`config.mk`:
```
export PLATFORM = sky130hd
export DESIGN_NAME = hazard_stall_ctrl_flat
export DESIGN_NICKNAME = d
export VERILOG_FILES = /design/src/rtl/hazard_stall_ctrl_if.sv /design/src/rtl/hazard_stall_ctrl.sv /design/src/flat_wrapper.sv
export SDC_FILE = /design/constraint.sdc
export NUM_CORES = 1
export LEC_CHECK = 0
export ABC_AREA = 1
export BUFFER_PORTS_ARGS = -buffer_cell sky130_fd_sc_hd__buf_2
export CELL_PAD_IN_SITES_DETAIL_PLACEMENT = 0
export CELL_PAD_IN_SITES_GLOBAL_PLACEMENT = 1
export CORE_MARGIN = 10
export CORE_UTILIZATION = 25
export CTS_BUF_LIST = sky130_fd_sc_hd__clkbuf_4
export CTS_CLUSTER_DIAMETER = 200
export CTS_CLUSTER_SIZE = 24
export DETAILED_ROUTE_END_ITERATION = 12
export PLACE_DENSITY = 0.58
export RECOVER_POWER = 25
export SYNTH_ARGS = -nofsm -noshare
export SYNTH_HDL_FRONTEND = slang
export SYNTH_SLANG_ARGS = --single-unit
```
`constraint.sdc`:
```
create_clock -name CLOCK -period 2.8 [get_ports CLOCK]
set_input_delay 0 -clock CLOCK [delete_from_list [all_inputs] [get_ports CLOCK]]
set_output_delay 0 -clock CLOCK [all_outputs]
set_load 0.02 [all_outputs]
```
`src/rtl/hazard_stall_ctrl_if.sv`:
```
// Pipeline-side bundle for the hazard/stall sequencer.
// master = pipeline datapath, slave = hazard_stall_ctrl.
interface hazard_stall_ctrl_if #(
    parameter int CNT_W = 16
);
    logic [31:0]      Instruction_IN;
    logic             IDEX_MemRead;
    logic             IDEX_RegWrite;
    logic [4:0]       IDEX_RegD;
    logic             EXMEM_MemRead;
    logic [4:0]       EXMEM_RegD;
    logic             Mem_Ready;
    logic             Stall_PC;
    logic             Stall_IFID;
    logic             Bubble_IDEX;
    logic             Freeze_All;
    logic [CNT_W-1:0] Stall_Cycles;
    logic             Timeout_Err;

    modport master (
        output Instruction_IN,
        output IDEX_MemRead,
        output IDEX_RegWrite,
        output IDEX_RegD,
        output EXMEM_MemRead,
        output EXMEM_RegD,
        output Mem_Ready,
        input  Stall_PC,
        input  Stall_IFID,
        input  Bubble_IDEX,
        input  Freeze_All,
        input  Stall_Cycles,
        input  Timeout_Err
    );

    modport slave (
        input  Instruction_IN,
        input  IDEX_MemRead,
        input  IDEX_RegWrite,
        input  IDEX_RegD,
        input  EXMEM_MemRead,
        input  EXMEM_RegD,
        input  Mem_Ready,
        output Stall_PC,
        output Stall_IFID,
        output Bubble_IDEX,
        output Freeze_All,
        output Stall_Cycles,
        output Timeout_Err
    );
endinterface

```
`src/rtl/hazard_stall_ctrl.sv`:
```
// Hazard sequencer: load-use / branch-operand stalls and memory-wait freeze,
// with a saturating stall counter and a sticky memory-wait timeout flag.
module hazard_stall_ctrl #(
    parameter int CNT_W          = 16,
    parameter int FREEZE_TIMEOUT = 255
) (
    input logic               CLOCK,
    input logic               RESET,
    hazard_stall_ctrl_if.slave hs
);
    typedef enum logic [1:0] {
        RUN    = 2'd0,
        STALL  = 2'd1,
        FREEZE = 2'd2
    } state_t;

    localparam logic [15:0] TMO = FREEZE_TIMEOUT[15:0];

    state_t           state_q, state_d;
    state_t           sv_state_q, sv_state_d;
    state_t           eff_state;
    logic [1:0]       cnt_q, cnt_d;
    logic [1:0]       sv_cnt_q, sv_cnt_d;
    logic [1:0]       eff_cnt;
    logic [15:0]      frz_q, frz_d;
    logic             tout_q, tout_d;
    logic [CNT_W-1:0] cyc_q, cyc_d;

    logic [5:0] op;
    logic [4:0] rs;
    logic [4:0] rt;
    logic       rt_src;
    logic       is_br;
    logic       idex_hit;
    logic       exmem_hit;
    logic       lu;
    logic       br_ex;
    logic       br_mem;
    logic [1:0] n_len;
    logic       stall;
    logic       bubble;
    logic       freeze;
    logic       stall_pc;

    assign op = hs.Instruction_IN[31:26];
    assign rs = hs.Instruction_IN[25:21];
    assign rt = hs.Instruction_IN[20:16];

    always_comb begin
        rt_src = 1'b0;
        case (op)
            6'h00, 6'h04, 6'h05, 6'h2B: rt_src = 1'b1;
            default:                    rt_src = 1'b0;
        endcase
    end

    assign is_br = (op == 6'h04) || (op == 6'h05);

    // $0 is never a real producer, so it cannot create a dependence
    assign idex_hit  = (hs.IDEX_RegD != 5'd0) &&
                       ((hs.IDEX_RegD == rs) ||
                        (rt_src && (hs.IDEX_RegD == rt)));
    assign exmem_hit = (hs.EXMEM_RegD != 5'd0) &&
                       ((hs.EXMEM_RegD == rs) ||
                        (rt_src && (hs.EXMEM_RegD == rt)));

    assign lu     = hs.IDEX_MemRead && idex_hit;
    assign br_ex  = is_br && hs.IDEX_RegWrite && idex_hit;
    assign br_mem = is_br && hs.EXMEM_MemRead && exmem_hit;

    always_comb begin
        n_len = 2'd0;
        if (lu || br_mem || br_ex) begin
            n_len = 2'd1;
        end
        if (br_ex && hs.IDEX_MemRead) begin
            n_len = 2'd2;
        end
    end

    always_comb begin
        state_d    = state_q;
        cnt_d      = cnt_q;
        sv_state_d = sv_state_q;
        sv_cnt_d   = sv_cnt_q;
        eff_state  = state_q;
        eff_cnt    = cnt_q;
        stall      = 1'b0;
        bubble     = 1'b0;
        freeze     = 1'b0;

        // leaving FREEZE behaves as the restored state in the same cycle
        if (state_q == FREEZE) begin
            eff_state = sv_state_q;
            eff_cnt   = sv_cnt_q;
        end

        if (!hs.Mem_Ready) begin
            freeze = 1'b1;
            stall  = 1'b1;
            if (state_q != FREEZE) begin
                sv_state_d = state_q;
                sv_cnt_d   = cnt_q;
                state_d    = FREEZE;
            end
        end else begin
            state_d = eff_state;
            cnt_d   = eff_cnt;
            case (eff_state)
                RUN: begin
                    if (n_len != 2'd0) begin
                        stall  = 1'b1;
                        bubble = 1'b1;
                        if (n_len == 2'd2) begin
                            cnt_d   = 2'd1;
                            state_d = STALL;
                        end
                    end
                end
                STALL: begin
                    stall  = 1'b1;
                    bubble = 1'b1;
                    if (eff_cnt <= 2'd1) begin
                        cnt_d   = 2'd0;
                        state_d = RUN;
                    end else begin
                        cnt_d = eff_cnt - 2'd1;
                    end
                end
                default: begin
                    cnt_d   = 2'd0;
                    state_d = RUN;
                end
            endcase
        end
    end

    always_comb begin
        frz_d  = frz_q;
        tout_d = tout_q;
        if (!hs.Mem_Ready) begin
            if (frz_q < TMO) begin
                frz_d = frz_q + 16'd1;
                if ((frz_q + 16'd1) == TMO) begin
                    tout_d = 1'b1;
                end
            end
        end else begin
            frz_d = 16'd0;
        end
    end

    assign stall_pc = stall && RESET;

    always_comb begin
        cyc_d = cyc_q;
        if (stall_pc && (cyc_q != {CNT_W{1'b1}})) begin
            cyc_d = cyc_q + 1'b1;
        end
    end

    always_ff @(posedge CLOCK) begin
        if (!RESET) begin
            state_q    <= RUN;
            cnt_q      <= 2'd0;
            sv_state_q <= RUN;
            sv_cnt_q   <= 2'd0;
            frz_q      <= 16'd0;
            tout_q     <= 1'b0;
            cyc_q      <= '0;
        end else begin
            state_q    <= state_d;
            cnt_q      <= cnt_d;
            sv_state_q <= sv_state_d;
            sv_cnt_q   <= sv_cnt_d;
            frz_q      <= frz_d;
            tout_q     <= tout_d;
            cyc_q      <= cyc_d;
        end
    end

    assign hs.Stall_PC     = stall_pc;
    assign hs.Stall_IFID   = stall_pc;
    assign hs.Bubble_IDEX  = bubble && RESET;
    assign hs.Freeze_All   = freeze && RESET;
    assign hs.Timeout_Err  = tout_q && RESET;
    assign hs.Stall_Cycles = cyc_q;
endmodule

```
`src/flat_wrapper.sv`:
```
// flat-port wrapper written by rule: the top's interface ports become plain ports
module hazard_stall_ctrl_flat 
#(
    parameter int CNT_W          = 16,
    parameter int FREEZE_TIMEOUT = 255
)
  (CLOCK, RESET, hs_Instruction_IN, hs_IDEX_MemRead, hs_IDEX_RegWrite, hs_IDEX_RegD, hs_EXMEM_MemRead, hs_EXMEM_RegD, hs_Mem_Ready, hs_Stall_PC, hs_Stall_IFID, hs_Bubble_IDEX, hs_Freeze_All, hs_Stall_Cycles, hs_Timeout_Err);
  hazard_stall_ctrl_if #(.CNT_W(CNT_W)) hs_i ();
  input logic CLOCK;
  input logic RESET;
  input wire logic [$bits(hs_i.Instruction_IN)-1:0] hs_Instruction_IN;
  input wire logic [$bits(hs_i.IDEX_MemRead)-1:0] hs_IDEX_MemRead;
  input wire logic [$bits(hs_i.IDEX_RegWrite)-1:0] hs_IDEX_RegWrite;
  input wire logic [$bits(hs_i.IDEX_RegD)-1:0] hs_IDEX_RegD;
  input wire logic [$bits(hs_i.EXMEM_MemRead)-1:0] hs_EXMEM_MemRead;
  input wire logic [$bits(hs_i.EXMEM_RegD)-1:0] hs_EXMEM_RegD;
  input wire logic [$bits(hs_i.Mem_Ready)-1:0] hs_Mem_Ready;
  output wire logic [$bits(hs_i.Stall_PC)-1:0] hs_Stall_PC;
  output wire logic [$bits(hs_i.Stall_IFID)-1:0] hs_Stall_IFID;
  output wire logic [$bits(hs_i.Bubble_IDEX)-1:0] hs_Bubble_IDEX;
  output wire logic [$bits(hs_i.Freeze_All)-1:0] hs_Freeze_All;
  output wire logic [$bits(hs_i.Stall_Cycles)-1:0] hs_Stall_Cycles;
  output wire logic [$bits(hs_i.Timeout_Err)-1:0] hs_Timeout_Err;
  assign hs_i.Instruction_IN = hs_Instruction_IN;
  assign hs_i.IDEX_MemRead = hs_IDEX_MemRead;
  assign hs_i.IDEX_RegWrite = hs_IDEX_RegWrite;
  assign hs_i.IDEX_RegD = hs_IDEX_RegD;
  assign hs_i.EXMEM_MemRead = hs_EXMEM_MemRead;
  assign hs_i.EXMEM_RegD = hs_EXMEM_RegD;
  assign hs_i.Mem_Ready = hs_Mem_Ready;
  assign hs_Stall_PC = hs_i.Stall_PC;
  assign hs_Stall_IFID = hs_i.Stall_IFID;
  assign hs_Bubble_IDEX = hs_i.Bubble_IDEX;
  assign hs_Freeze_All = hs_i.Freeze_All;
  assign hs_Stall_Cycles = hs_i.Stall_Cycles;
  assign hs_Timeout_Err = hs_i.Timeout_Err;
  hazard_stall_ctrl #(.CNT_W(CNT_W), .FREEZE_TIMEOUT(FREEZE_TIMEOUT)) u_core (.CLOCK(CLOCK), .RESET(RESET), .hs(hs_i));
endmodule
```
==> out/metrics.yaml, run 1 <==
global_route:
  grt-busiest-layer: "met2"
  met2_usage_pct: 17.52
  track_usage_pct: 9.458
  grt_util_met3_pct: 2.466
  grt_pass1_vias: 2558
  gr-usage-met1_pct: 10.52
  grt_max_degree: 22
  grt_pass1_wl_um: 11600
  grt_antenna_before_repair: 0
  grt_overflow: 0
placed_design:
  gp_congestion: 0.8211
  dp.cells: 563
  place.detailed.hpwl_um: 5353
  place_area_mm2: 0.002945
  io_buffers: 52
  pre_cts_ws_ps: 792.3
logic_synthesis:
  avgSynthCellArea_um2: 6.633
  synthesis.area_mm2: 0.002554
  synth_area_leader_cell: "dfxtp_1"
  ys_warn_count: 0
  synth_fp_nets: 436
  yosysUniqueCellTypes: 33
  yosysMostFrequentCell: "nand2_1"
  synth-main-ff-cell: "dfxtp_1"
  ys_ff_latch: 41
  ys_seq_area_share_pct: 32.14
  synth_area_leaders: "dfxtp_1 (32%), nand2_1 (13%), xor2_1 (8.2%)"
  synth-edff-count: 0
  async_flop_share_pct: 0
  ys_top_cells_by_count: "nand2_1 (91), inv_1 (47), nor2_1 (46)"
  netlist.area_leader.share_pct: 32.14
  syn_inst: 385
final_layout:
  num-fill-cells: 1112
  finish.instance_area_mm2: 0.003009
  n_antenna_cell: 0
  multi_input_area_mm2: 0.001484
  nets: 490
  final_cells: 573
  area_growth_syn_to_layout_pct: 17.83
  drive_above_1_share_pct: 14.77
  seqCellArea_um2: 820.8
critical_path:
  start_kind: "input pin"
  reg2reg_slack_ps: 770
  crit_type: "input pin to output port"
  required_ps: 2800
  crit_path_max_fanout: 21
  worstReg2RegStart: "u_core.hs.Stall_Cycles[0]"
  cp.arrival_ps: 2140
  rr_endpoint: "u_core.hs.Stall_Cycles[15]"
  endpoint_kind: "output port"
  r2r_cells: 7
clock_network:
  cts.sinks: 41
  numCtsBuffers: 5
  ctsResizeCount: 0
  clk_pin_slew_ps: 120
  clockBufferDepth: 2
  post_cts_buffers: 0
  htree_levels: 2
  cts_tree: "built"
  cts_hold_repair.buffers: 2
  root_buffer: "clkbuf_4"
  clock_latency_ps: 360
timing:
  timing.fmax_mhz: 468.2
  setup_viol: 0
  rsz0062_at_grt: "false"
  slew_headroom_pct: 50.57
  slew_viol_final: 0
  hold_violations: 0
  worstMarginPinSlew_ps: 740.6
  setup_tns_ps: 0
  layout_setup_ws_ps: 664.0
  fin_skew_ps: 13.75
  min_period_ps: 2136
  period_share_pct: 76.29
power:
  p_leak_nw: 1.327
  ir_drop_uv: 213.6
  powerDensity_mw_per_mm2: 353.6
hold_path:
  worstHoldPathType: "input pin to register"
  worstHoldEndpoint: "u_core.state_q[0]"
  min_path_cells: 5
  min_from: "hs_IDEX_MemRead"
floorplanning:
  rows: 36
  dieArea_mm2: 0.01466
  die_y_um: 121.1
  die_w_um: 121.1
  io-pin-count: 69
  start_util_pct: 25.89
  coreArea_mm2: 0.009864
drt:
  wl_per_cell_um: 12.07
  ant_nets: 0
  wl_um: 6916
  drc: 0
  routed_via_density: 4.365
  vias: 2501
  firstDrtPassIters: 4
  drtIter0Drc: 78
status:
  status: "finished clean"
job:
  cap_violations: 0
-- worst max-delay path, cell delays in order --
cell           delay (ps)
dlygate4sd3_1         530
clkbuf_1              180
inv_1                 580
nor2_1                150
inv_2                 250
nand2_4               210
buf_2                 220
-- registers in the layout, summed over array words and instances (netlist names) --
name,cells
u_core.cnt_q,2
u_core.frz_q,16
u_core.hs.Stall_Cycles,16
u_core.state_q,2
u_core.sv_cnt_q,2
u_core.sv_state_q,2
u_core.tout_q,1
-- power breakdown --
part           switching (W)  total, W  internal (W)  leakage [nW]
Clock               0.000204  0.000333      0.000130        0.0368
Combinational      0.0000847  0.000136     0.0000514         0.958
Sequential        0.00000584  0.000595      0.000589         0.331
Total               0.000294   0.00106      0.000770          1.33
-- how the worst max path moves through the flow --
stage	cells past startpoint	startpoint	endpoint
final	7	RESET	hs_Stall_PC
after detailed placement	7	u_core.hs.Stall_Cycles[0]	u_core.hs.Stall_Cycles[15]
after floorplan	7	u_core.hs.Stall_Cycles[0]	u_core.hs.Stall_Cycles[15]
after global placement	7	u_core.hs.Stall_Cycles[0]	u_core.hs.Stall_Cycles[15]
after CTS	7	u_core.hs.Stall_Cycles[0]	u_core.hs.Stall_Cycles[15]
after global routing	9	RESET	u_core.hs.Stall_Cycles[2]
-- placed cells by master, fill, tap and decap left out, drive strengths merged, types with 8 or more instances in the layout --
cell and n:
nand2 94, inv 53, nor2 47, dfxtp 41
buf 41, nand3 36, a21oi 28, xor2 24
clkbuf 21, o21ai 12, nor3 11, xnor2 8
nand4 8
-- cell type report --
type	count	area share, %
multi-input combinational	282	49.31
sequential	41	27.28
timing repair buffer	56	9.272
inverter	53	6.611
tap	133	5.530
clock buffer	8	1.996
-- cell families after synthesis --
group,Yosys count,share of synthesized area (%)
and+or+nand+nor,204,36.75
buffers and inverters,62,9.749
DFF,41,32.14
AOI/OAI and AO/OA,43,8.918
xor gates and xnor gates,32,10.98
adders and majority gates,3,1.470
-- through the flow --
step | util (%) | hold WS, ps | total power [W]
floorplan | - | 72.38 | 0.0006883
global placement | 29.86 | 254.5 | 0.0007435
detailed placement | 29.86 | 259.1 | 0.0007449
CTS | 30.67 | 44.88 | 0.001087
global route | 30.50 | 68.98 | 0.001128
finish | 30.50 | 58.03 | 0.001064
-- layer usage --
layer  vias to the layer above  wire length [um]
met2                        26              3567
met5                         -                 0
li1                       1334                 -
met4                         0                63
met3                         7               258
met1                      1134              3026
(Power assumes the default switching activity.)
==> inputs of run 2 (changes only) <==
- clock period: 2.8 -> 2.2 ns (I/O delays scaled with it)
==> out/metrics.yaml, run 2 (synthesis results as in run 1) <==
status:
  status: "finished clean"
floorplanning:
  die_w_um: 121.1
  io-pin-count: 69
  start_util_pct: 25.89
  coreArea_mm2: 0.009864
  die_y_um: 121.1
  dieArea_mm2: 0.01466
  rows: 36
drt:
  vias: 2491
  wl_um: 6664
  wl_per_cell_um: 11.51
  ant_nets: 0
  firstDrtPassIters: 4
  drtIter0Drc: 122
  routed_via_density: 4.302
  drc: 0
timing:
  holdWs_ps: 38.11
  worstMarginPinSlew_ps: 414.7
  period_share_pct: 81.37
  setup_viol: 0
  rsz0062_at_grt: "false"
  fin_skew_ps: 16.88
  setup_tns_ps: 0
  slew_headroom_pct: 72.25
  min_period_ps: 1790
  slew_viol_final: 0
  timing.fmax_mhz: 558.6
  hold_violations: 0
clock_network:
  root_buffer: "clkbuf_4"
  cts_tree: "built"
  post_cts_buffers: 0
  clockBufferDepth: 2
  cts.sinks: 41
  clock_latency_ps: 350
  clk_pin_slew_ps: 130
  ctsResizeCount: 0
  cts_hold_repair.buffers: 2
  htree_levels: 2
  numCtsBuffers: 5
critical_path:
  slowest_stage: "dfxtp_1"
  endpoint_kind: "register"
  start_kind: "register"
  slowest_delay_ps: 410
  rr_endpoint: "u_core.tout_q"
  crit_type: "register to register"
  cpMostUsedCell: "nor2_1"
  setup.worst_path.start: "u_core.frz_q[0]"
  reg2reg_slack_ps: 410
  r2r_cells: 11
  worstReg2RegStart: "u_core.frz_q[0]"
  required_ps: 2450
  cp.arrival_ps: 2040
  path_cells: "ha_1, nand3_1, inv_1, nand2_1, nor2_1, nand3_1, nor2_1, xor2_1, nor2_1, nand4_1, nand2_1"
  crit_path_max_fanout: 5
final_layout:
  multi_input_area_mm2: 0.001484
  drive_above_1_share_pct: 16.14
  layout_common_cells: "nand2_1 (91), inv_1 (47), nor2_1 (46)"
  n_antenna_cell: 0
  mostFrequentLayoutCell: "nand2_1"
  final_cells: 579
  nets: 496
  seqCellArea_um2: 820.8
  num-fill-cells: 1092
  area_growth_syn_to_layout_pct: 19.60
global_route:
  track_usage_pct: 9.115
  grt_max_degree: 21
  grt_pass1_vias: 2415
  grt_overflow: 0
  grt_pass1_wl_um: 11140
  grt_antenna_before_repair: 0
placed_design:
  io_buffers: 52
  gp_congestion: 0.8398
  dp.cells: 569
  place.detailed.hpwl_um: 5278
power:
  powerDensity_mw_per_mm2: 440.4
  ir_drop_uv: 178.7
  p_leak_nw: 1.355
job:
  cap_violations: 0
hold_path:
  worstHoldPathType: "input pin to register"
  min_from: "hs_IDEX_MemRead"
  min_path_cells: 5
  worstHoldEndpoint: "u_core.state_q[0]"
-- run 2: changes by cell type in the layout (fill, tap and decap cells not counted), sizes merged --
| cell | delta |
|---|---|
| buf | +6 |
-- run 2: metal layers --
layer | up-vias | routed length, um | track usage, %
met4 | 0 | 69 | 2.338
met5 | - | 0 | 0
met2 | 25 | 3391 | 16.77
li1 | 1349 | - | -
met1 | 1110 | 2940 | 10.07
met3 | 7 | 263 | 2.420
-- run 2: cell type report --
class	count	area share, %
inverter	53	6.514
timing repair buffer	62	10.61
sequential	41	26.87
tap	133	5.449
multi-input combinational	282	48.59
clock buffer	8	1.966
-- run 2: power breakdown --
part / switching [W] / internal [W]
registers: 0.00000531 / 0.000749
logic: 0.000109 / 0.0000683
clock network: 0.000248 / 0.000165
-- run 2: worst max path at each step --
| stage | endpoint | slack, ps | cells past startpoint |
|---|---|---|---|
| after floorplan | u_core.hs.Stall_Cycles[15] | 440 | 7 |
| after global placement | u_core.hs.Stall_Cycles[15] | 430 | 6 |
| after detailed placement | u_core.tout_q | 410 | 11 |
| after CTS | hs_Stall_PC | 380 | 7 |
| after global routing | u_core.tout_q | 180 | 11 |
| final | u_core.tout_q | 410 | 11 |
-- run 2: critical path: cells and delay by family, from the launching register on --
| family | cells | cell delay, ps |
|---|---|---|
| XOR/XNOR | 1 | 160 |
| adder cells (fa/ha/maj) | 1 | 200 |
| buffers and inverters | 1 | 110 |
| flip-flops | 1 | 410 |
| AND/OR/NAND/NOR | 8 | 820 |
-- run 2: through the flow --
step / instance area [um^2] / power, W / setup slack (ps) / util (%)
2_1_floorplan: 2554 / 0.0008760 / 436.0 / -
3_3_place_gp: 2990 / 0.0009495 / 427.3 / 30.31
3_5_place_dp: 2990 / 0.0009497 / 412.7 / 30.31
4_1_cts: 3070 / 0.001379 / 375.5 / 31.13
5_1_grt: 3054 / 0.001424 / 183.8 / 30.96
6_report: 3054 / 0.001345 / 409.8 / 30.96
==> inputs of run 3 (changes only) <==
- PLACE_DENSITY: 0.58 -> 0.61
- clock period: 2.2 -> 1.5 ns (I/O delays scaled with it)
==> out/metrics.yaml, run 3 (synthesis results as in run 1) <==
final_layout:
  nets: 540
  fin_util_pct: 38.06
  drive_above_1_share_pct: 38.65
  mostFrequentLayoutCell: "nand2_1"
  area_growth_syn_to_layout_pct: 47.04
  layout_common_cells: "nand2_1 (84), inv_1 (44), buf_2 (43)"
  final_cells: 622
  n_antenna_cell: 0
  finish.instance_area_mm2: 0.003755
critical_path:
  rr_endpoint: "u_core.hs.Stall_Cycles[3]"
  cp.arrival_ps: 1830
  worstReg2RegStart: "u_core.hs.Stall_Cycles[1]"
  endpoint_kind: "register"
  required_ps: 1740
  crit_type: "register to register"
  crit_path_max_fanout: 6
  reg2reg_slack_ps: -80
  start_kind: "register"
  r2r_cells: 7
drt:
  routed_via_density: 4.394
  wl_um: 7603
  vias: 2733
  drc: 0
  drtIter0Drc: 79
  wl_per_cell_um: 12.22
  ant_nets: 0
  firstDrtPassIters: 4
floorplanning:
  die_w_um: 121.1
  start_util_pct: 25.89
  io-pin-count: 69
  dieArea_mm2: 0.01466
  coreArea_mm2: 0.009864
  die_y_um: 121.1
  rows: 36
hold_path:
  worstHoldPathType: "input pin to register"
  worstHoldEndpoint: "u_core.state_q[0]"
  min_from: "hs_IDEX_MemRead"
  min_path_cells: 5
placed_design:
  dp.cells: 602
  pre_cts_ws_ps: -48.70
  place.detailed.hpwl_um: 5800
  io_buffers: 52
  place_area_mm2: 0.003314
  gp_congestion: 0.8313
clock_network:
  clockBufferDepth: 2
  htree_levels: 2
  clock_latency_ps: 350
  root_buffer: "clkbuf_4"
  clk_pin_slew_ps: 120
  cts.sinks: 41
  numCtsBuffers: 5
  cts_tree: "built"
timing:
  worstMarginPinSlew_ps: 385.8
  hold_violations: 0
  timing.fmax_mhz: 631.4
  slew_headroom_pct: 74.08
  fin_skew_ps: 11.95
  setup_viol: 18
  rsz0062_at_grt: "true"
  min_period_ps: 1584
  layout_setup_ws_ps: -83.71
  slew_viol_final: 0
  period_share_pct: 105.6
  holdWs_ps: 58.86
global_route:
  grt_pass1_wl_um: 12560
  grt_overflow: 0
  grt_max_degree: 16
  track_usage_pct: 10.19
  grt_pass1_vias: 2718
  grt_antenna_before_repair: 0
power:
  ir_drop_uv: 257.6
  p_leak_nw: 1.637
  powerDensity_mw_per_mm2: 528.7
status:
  violations: "setup timing"
  status: "finished, violations left"
job:
  cap_violations: 0
## run 3: cell count changes in the layout (fill, tap and decap cells not counted), moves of 9 or more
cell     delta
dfxtp_4     +9
buf_6      +10
buf_4      +33
a21oi_2    +10
nand3_1    -14
a21oi_1    -11
nand3_2    +12
dfxtp_1    -15
## run 3: worst max-delay path, cell delays in order (launching register included)
cell and delay, ps:
dfxtp_1 400, ha_4 180, nand3_4 110, nor4_4 190, nand4_4 240, buf_6 220, nand3_1 100, a21oi_2 60
## run 3: how the worst max path moves through the flow
stage                                    startpoint                    endpoint  slack, ps  cells after the start
final                     u_core.hs.Stall_Cycles[1]   u_core.hs.Stall_Cycles[3]        -80                      7
after global routing      u_core.hs.Stall_Cycles[6]   u_core.hs.Stall_Cycles[3]       -150                      6
after CTS                         u_core.state_q[1]               hs_Stall_IFID        -80                      8
after floorplan           u_core.hs.Stall_Cycles[9]  u_core.hs.Stall_Cycles[15]        -50                      7
after detailed placement      hs_Instruction_IN[27]  u_core.hs.Stall_Cycles[12]        -50                     14
after global placement              u_core.frz_q[2]               u_core.tout_q        -80                      8
## run 3: timing repair
action | CTS | global route
hold buffers | 3 | 0
pin swaps | 9 | 23
endpoints found under the setup margin | 20 | 27
resized for setup | 25 | 54
hold endpoints to repair | 8 | 0
cloned | 1 | 1
setup buffers | 8 | 1
## run 3: layout make-up
| type | instances | area (um^2) |
|---|---|---|
| fillers | 1069 | 6110 |
| flip-flops and latches | 41 | 862.1 |
| multi-input cells | 283 | 1764 |
| repair buffers | 105 | 713.2 |
| well taps | 133 | 166.4 |
| clock inverters | 1 | 5.005 |
| inverters | 53 | 198.9 |
| clock buffers | 6 | 45.04 |
## run 3: power breakdown
group | internal (W) | switching, W | leakage (nW)
Sequential | 0.00109 | 0.0000106 | 0.341
Combinational | 0.000145 | 0.000190 | 1.26
Clock | 0.000191 | 0.000362 | 0.0315
## run 3: stage by stage
step	TNS [ps]	power (W)
3_5_place_dp	-398.9	0.001416
2_1_floorplan	-382.5	0.001278
3_3_place_gp	-103.6	0.001413
6_report	-959.0	0.001985
4_1_cts	-746.7	0.002008
5_1_grt	-2358	0.002125
## run 3: routing by layer
| metal | GRT usage [%] | wire (um) |
|---|---|---|
| met2 | 18.13 | 3915 |
| met1 | 12.16 | 3391 |
| met5 | 0 | 0 |
| met4 | 1.961 | 46 |
| met3 | 2.373 | 251 |
